$ cat config.mk
export PLATFORM = sky130hd
export DESIGN_NAME = case_sequencer
export DESIGN_NICKNAME = d
export VERILOG_FILES = /design/src/rtl/case_seq_pkg.sv /design/src/rtl/case_seq_chan.sv /design/src/rtl/case_sequencer.sv
export SDC_FILE = /design/constraint.sdc
export NUM_CORES = 1
export LEC_CHECK = 0
export ABC_AREA = 1
export BUFFER_PORTS_ARGS = -buffer_cell sky130_fd_sc_hd__buf_2
export CELL_PAD_IN_SITES_DETAIL_PLACEMENT = 0
export CELL_PAD_IN_SITES_GLOBAL_PLACEMENT = 1
export CORE_MARGIN = 5
export CORE_UTILIZATION = 31
export CTS_CLUSTER_DIAMETER = 80
export DETAILED_ROUTE_END_ITERATION = 10
export GPL_ROUTABILITY_DRIVEN = 0
export GPL_TIMING_DRIVEN = 0
export PLACE_DENSITY = 0.73
export SKIP_LAST_GASP = 1
export SLEW_MARGIN = 20
export SYNTH_ARGS = -nofsm -noshare
export SYNTH_HDL_FRONTEND = slang
export SYNTH_HIERARCHICAL = 1
export SYNTH_SLANG_ARGS = --single-unit
$ cat constraint.sdc
create_clock -name clock -period 2.4 [get_ports clock]
set_input_delay 0.48 -clock clock [delete_from_list [all_inputs] [get_ports clock]]
set_output_delay 0.48 -clock clock [all_outputs]
set_load 0.02 [all_outputs]
$ cat src/rtl/case_seq_pkg.sv
// Shared types and helpers for the case_sequencer counter-classifier.
// Latency: n/a (types, constants and a pure classification function).
// Backpressure: n/a.
package case_seq_pkg;

    // Classification groups a count can fall into
    typedef enum logic [1:0] {
        CLS_LOW,
        CLS_MID,
        CLS_DEF
    } cls_e;

    // Code type at the default width
    typedef logic [7:0] code_t;

    localparam int DEF_LOW_CODE = 10;
    localparam int DEF_MID_CODE = 20;
    localparam int DEF_DEF_CODE = 30;

    // Fallthrough grouping: low range first, then the single mid value, else default
    function automatic cls_e classify(input int cnt, input int low_max, input int mid_val);
        cls_e cls;
        cls = CLS_DEF;
        if (cnt <= low_max) begin
            cls = CLS_LOW;
        end else if (cnt == mid_val) begin
            cls = CLS_MID;
        end
        return cls;
    endfunction

endpackage

$ cat src/rtl/case_seq_chan.sv
// One up/down counter with wrap-or-saturate at LIMIT, wrap pulse and code output.
// Latency: count and wrap_pulse registered (1 cycle); code is combinational from count.
// Backpressure: none; a step request is always accepted.
module case_seq_chan
    import case_seq_pkg::*;
#(
    parameter int WIDTH    = 8,
    parameter int LIMIT    = 255,
    parameter int LOW_MAX  = 2,
    parameter int MID_VAL  = 3,
    parameter int LOW_CODE = DEF_LOW_CODE,
    parameter int MID_CODE = DEF_MID_CODE,
    parameter int DEF_CODE = DEF_DEF_CODE
) (
    input  logic             clock,
    input  logic             reset,
    input  logic             tick,
    input  logic             clr,
    input  logic             dir,
    input  logic             sat,
    output logic [WIDTH-1:0] count,
    output logic [WIDTH-1:0] code,
    output logic             wrap_pulse
);

    localparam logic [WIDTH:0]   LIM_EXT = (WIDTH + 1)'(LIMIT);
    localparam logic [WIDTH-1:0] LIM_W   = WIDTH'(LIMIT);

    logic [WIDTH:0]   inc_ext;
    logic [WIDTH-1:0] count_nxt;
    logic             wrap_nxt;

    // Next count: clear beats tick; increment is one bit wider so LIMIT = 2^WIDTH-1 cannot overflow
    always_comb begin
        inc_ext   = {1'b0, count} + (WIDTH + 1)'(1);
        count_nxt = count;
        wrap_nxt  = 1'b0;
        if (clr) begin
            count_nxt = '0;
        end else if (tick) begin
            if (!dir) begin
                if (inc_ext <= LIM_EXT) begin
                    count_nxt = inc_ext[WIDTH-1:0];
                end else if (!sat) begin
                    count_nxt = '0;
                    wrap_nxt  = 1'b1;
                end
            end else begin
                if (count != '0) begin
                    count_nxt = count - WIDTH'(1);
                end else if (!sat) begin
                    count_nxt = LIM_W;
                    wrap_nxt  = 1'b1;
                end
            end
        end
    end

    // Count and wrap pulse registers
    always_ff @(posedge clock or posedge reset) begin
        if (reset) begin
            count      <= '0;
            wrap_pulse <= 1'b0;
        end else begin
            count      <= count_nxt;
            wrap_pulse <= wrap_nxt;
        end
    end

    // Map the registered count to its output code
    always_comb begin
        code = WIDTH'(DEF_CODE);
        unique case (classify(int'(count), LOW_MAX, MID_VAL))
            CLS_LOW: code = WIDTH'(LOW_CODE);
            CLS_MID: code = WIDTH'(MID_CODE);
            default: code = WIDTH'(DEF_CODE);
        endcase
    end

endmodule

$ cat src/rtl/case_sequencer.sv
// Multi-channel counter-classifier with a registered read port and optional wrap irq.
// Latency: counts/codes 1 cycle after tick; read result 1 cycle after rd_req.
// Backpressure: none; unread results are overwritten. CASE_SEQ_WRAP_IRQ_EN enables sticky wrap irq.
module case_sequencer
    import case_seq_pkg::*;
#(
    parameter int WIDTH    = 8,
    parameter int CHANNELS = 4,
    parameter int LIMIT    = 255,
    parameter int LOW_MAX  = 2,
    parameter int MID_VAL  = 3,
    parameter int LOW_CODE = DEF_LOW_CODE,
    parameter int MID_CODE = DEF_MID_CODE,
    parameter int DEF_CODE = DEF_DEF_CODE,
    localparam int CW      = (CHANNELS > 1) ? $clog2(CHANNELS) : 1
) (
    input  logic                      clock,
    input  logic                      reset,
    input  logic [CHANNELS-1:0]       tick_en,
    input  logic [CHANNELS-1:0]       clear,
    input  logic                      dir,
    input  logic                      sat,
    input  logic                      rd_req,
    input  logic [CW-1:0]             rd_chan,
    output logic                      rd_valid,
    output logic [WIDTH-1:0]          rd_count,
    output logic [WIDTH-1:0]          rd_code,
    output logic [CHANNELS*WIDTH-1:0] code_ret,
    output logic [CHANNELS-1:0]       wrap_pulse,
    output logic                      irq
);

    logic [WIDTH-1:0] counts [CHANNELS];

    for (genvar g = 0; g < CHANNELS; g++) begin : g_chan
        case_seq_chan #(
            .WIDTH    (WIDTH),
            .LIMIT    (LIMIT),
            .LOW_MAX  (LOW_MAX),
            .MID_VAL  (MID_VAL),
            .LOW_CODE (LOW_CODE),
            .MID_CODE (MID_CODE),
            .DEF_CODE (DEF_CODE)
        ) u_chan (
            .clock      (clock),
            .reset      (reset),
            .tick       (tick_en[g]),
            .clr        (clear[g]),
            .dir        (dir),
            .sat        (sat),
            .count      (counts[g]),
            .code       (code_ret[g*WIDTH +: WIDTH]),
            .wrap_pulse (wrap_pulse[g])
        );
    end

    // Read pipeline: capture the pre-edge count/code; nonexistent channels read as zero
    always_ff @(posedge clock or posedge reset) begin
        if (reset) begin
            rd_valid <= 1'b0;
            rd_count <= '0;
            rd_code  <= '0;
        end else begin
            rd_valid <= rd_req;
            if (rd_req) begin
                if (int'(rd_chan) < CHANNELS) begin
                    rd_count <= counts[rd_chan];
                    rd_code  <= code_ret[int'(rd_chan)*WIDTH +: WIDTH];
                end else begin
                    rd_count <= '0;
                    rd_code  <= '0;
                end
            end
        end
    end

`ifdef CASE_SEQ_WRAP_IRQ_EN
    logic [CHANNELS-1:0] wrap_flag;

    // Sticky per-channel wrap flags (clear wins) and the registered OR that drives irq
    always_ff @(posedge clock or posedge reset) begin
        if (reset) begin
            wrap_flag <= '0;
            irq       <= 1'b0;
        end else begin
            wrap_flag <= (wrap_flag | wrap_pulse) & ~clear;
            irq       <= |wrap_flag;
        end
    end
`else
    assign irq = 1'b0;
`endif

endmodule

==> impl_metrics.yaml <==
logic_synthesis:
  syn_area_mm2: 0.00537
  yosys.cell_count.top_type: "nand2_1"
  ys_warn_count: 6
  synth_top_area_cell: "dfrtp_1"
  ys_ff_latch: 53
  yosys-top-cells-area: "dfrtp_1, nand2_1, inv_1"
  synth_commonest_cells: "nand2_1, inv_1, nor2_1, nand3_1, dfrtp_1"
  synthDistinctLibCells: 25
  synth.yosys.seq_area_share: 0.247
  syn-instance-count: 900
  synth_ff_type: "dfrtp_1"
  async_flop_share: 1.00
  synth_top_area_share: 0.247
  synth_edf_count: 0
  avgSynthCellArea_um2: 5.96
timing:
  hold_violations: 0
  relSlewSlack: 0.566
  fin_setup_tns_ns: 0
  slew_violations: 0
  setup_viol: 0
  finClkSkew_ns: 0.00826
  rsz0062_at_grt: "no"
  tightest_slew_ns: 0.651
  finalCritPeriodShare: 0.951
  clock.fmax_mhz: 438
  timing.final.crit_period_ns: 2.28
clock_network:
  cts_tree: "yes"
  clk_root_buffer_cell: "clkbuf_16"
  clkLatencyLatePin_ns: 0.30
  cts_hold_buf: 0
  cts_num_sinks: 53
  clk_pin_slew_ns: 0.08
  htreeDepth: 2
  clockBufferDepth: 2
  cts_buffers: 5
global_route:
  grt_busiest_layer: "met2"
  grtUsageMet1: 0.220
  grt_pass1_wl_mm: 25.7
  antenna_found_initial: 0
  use_met3: 0.0280
  grt_max_degree: 19
  met2_usage: 0.250
  grt_use_total: 0.156
  grt-ovfl-total: 0
  grt_pass1_vias: 5128
job:
  cap_violations: 0
finish:
  area_growth_pct: 14.6
  drive_above_1_share: 0.179
  antennaDiodeCount: 0
  fin_nets: 1006
  stdcell_count: 1201
worst_setup_path:
  worst-setup-path-type: "reg2out"
  cp-start-kind: "flop"
  path_max_fanout: 6
  arrival_ns: 1.80
  cp-end-kind: "primary output"
  crit_required_ns: 1.92
  r2r_cells: 13
routing:
  routed_wl_mm: 15.3
  via_per_inst: 4.50
  wire_per_inst_um: 12.7
  drcViolationCount: 0
  drtIter0Drc: 305
  drt.antenna.violating_nets: 0
  vias: 5406
  drt_first_pass_iters: 5
hold_path:
  worstHoldPathType: "in2async"
floorplanning:
  die_area_mm2: 0.0200
  pin_count: 69
  fp.dieW_um: 142
  rows: 48
  die_y_um: 142
  start_util: 0.314
  core-area_mm2: 0.0171
power_and_ir_drop:
  leakagePower_uw: 0.00326
  irDropWorstVdd_mv: 0.304
  power.density_mw_per_mm2: 556
placed_design:
  dp_hpwl_mm: 12.6
  port-buffer-count: 48
  dp.cells: 1185
outcome:
  status: "finished clean"
[metrics by stage]
| stage | setup slack (ns) | hold slack, ns | area (um2) | power [uW] | utilization |
|---|---|---|---|---|---|
| 2_1_floorplan | 0.494 | 0.308 | 5410 | 2240 | - |
| 3_3_place_gp | 0.175 | 0.460 | 5930 | 2670 | 0.347 |
| 3_5_place_dp | 0.217 | 0.464 | 5930 | 2660 | 0.347 |
| 4_1_cts | -0.0213 | 0.202 | 6090 | 3440 | 0.356 |
| 5_1_grt | 0.00785 | 0.239 | 6150 | 3720 | 0.359 |
| 6_report | 0.117 | 0.193 | 6150 | 3420 | 0.359 |
[power by group]
part,leakage [uW],switching (uW),internal (uW)
registers,0.000685,169,1000
logic,0.00251,972,518
clock network,0.0000680,368,395
total,0.00326,1510,1910
[critical path: stages, from the launching register on]
cell and delay (ns):
dfrtp_2 0.43, inv_1 0.14, ha_1 0.22, nor2_1 0.14
nand4_1 0.22, buf_4 0.21, buf_2 0.15
[cell type report]
cell class              instances  area [um2]
multi-input cells             665        3170
flip-flops and latches         53        1330
repair buffers                 56         300
plain buffers                  46         357
inverters                     148         563
clock buffers                   5         125
well taps                     225         282
clock inverters                 3        26.3
fillers                      1975       11000
[worst paths after layout]
path                                             end  slack, ns                 startpoint
setup reg to reg           g_chan[1].u_chan/count[7]       0.32  g_chan[1].u_chan/count[1]
setup / recovery                         code_ret[3]       0.12  g_chan[0].u_chan/count[0]
hold / removal             g_chan[1].u_chan/count[7]       0.19                      reset
min in group clock                          rd_valid       0.32                     rd_req
hold reg to reg                           rd_code[6]       0.48                 rd_code[6]
max in group asynchronous                 rd_code[0]       1.65                      reset
[sequential cells by signal, summed over array words and instances, names as in the netlist]
name / cells
g_chan.u_chan/count: 32
g_chan.u_chan/wrap_pulse: 4
rd_code: 8
rd_count: 8
rd_valid: 1
[cell usage in the layout, fill, tap and decap left out, types with 2 or more instances in the layout]
| cell type | instances |
|---|---|
| nand2_1 | 322 |
| nand3_1 | 60 |
| clkbuf_16 | 5 |
| nand2_4 | 4 |
| o21bai_1 | 4 |
| buf_2 | 51 |
| dfrtp_2 | 5 |
| nor2_4 | 8 |
| buf_6 | 5 |
| o21ai_0 | 24 |
| dfrtp_1 | 48 |
| nand2_2 | 30 |
| o21ai_1 | 28 |
| a31oi_1 | 8 |
| clkinvlp_4 | 2 |
| nor2_2 | 4 |
| nor4_1 | 4 |
| nand4_1 | 20 |
| inv_1 | 146 |
| nand3_2 | 12 |
| conb_1 | 17 |
| ha_1 | 16 |
| xor2_1 | 4 |
| buf_4 | 46 |
| a21oi_1 | 20 |
| nor2_1 | 80 |
[kinds of logic after synthesis]
logic type                 count (synthesis)  synth area share
DFF                                       53             0.247
buffers and inverters                    194             0.171
adders and majority gates                 16            0.0373
AOI/OAI and AO/OA                         84            0.0821
and+or+nand+nor                          544             0.452
xor gates and xnor gates                   4           0.00653
other                                      5           0.00350
[metal layers]
layer  wire length (um)  vias to the layer above
met4                223                        0
met1               7520                     2398
met5                  0                        -
met3                818                       13
li1                   -                     2877
met2               6700                      118
[timing repair]
item | 4_1_cts | 5_1_grt
resized for setup | 3 | 2
buffers inserted | 0 | 8
pin swaps | 0 | 2
setup endpoints to repair | 5 | 6
No activity file was read; power rests on OpenSTA's default activity.
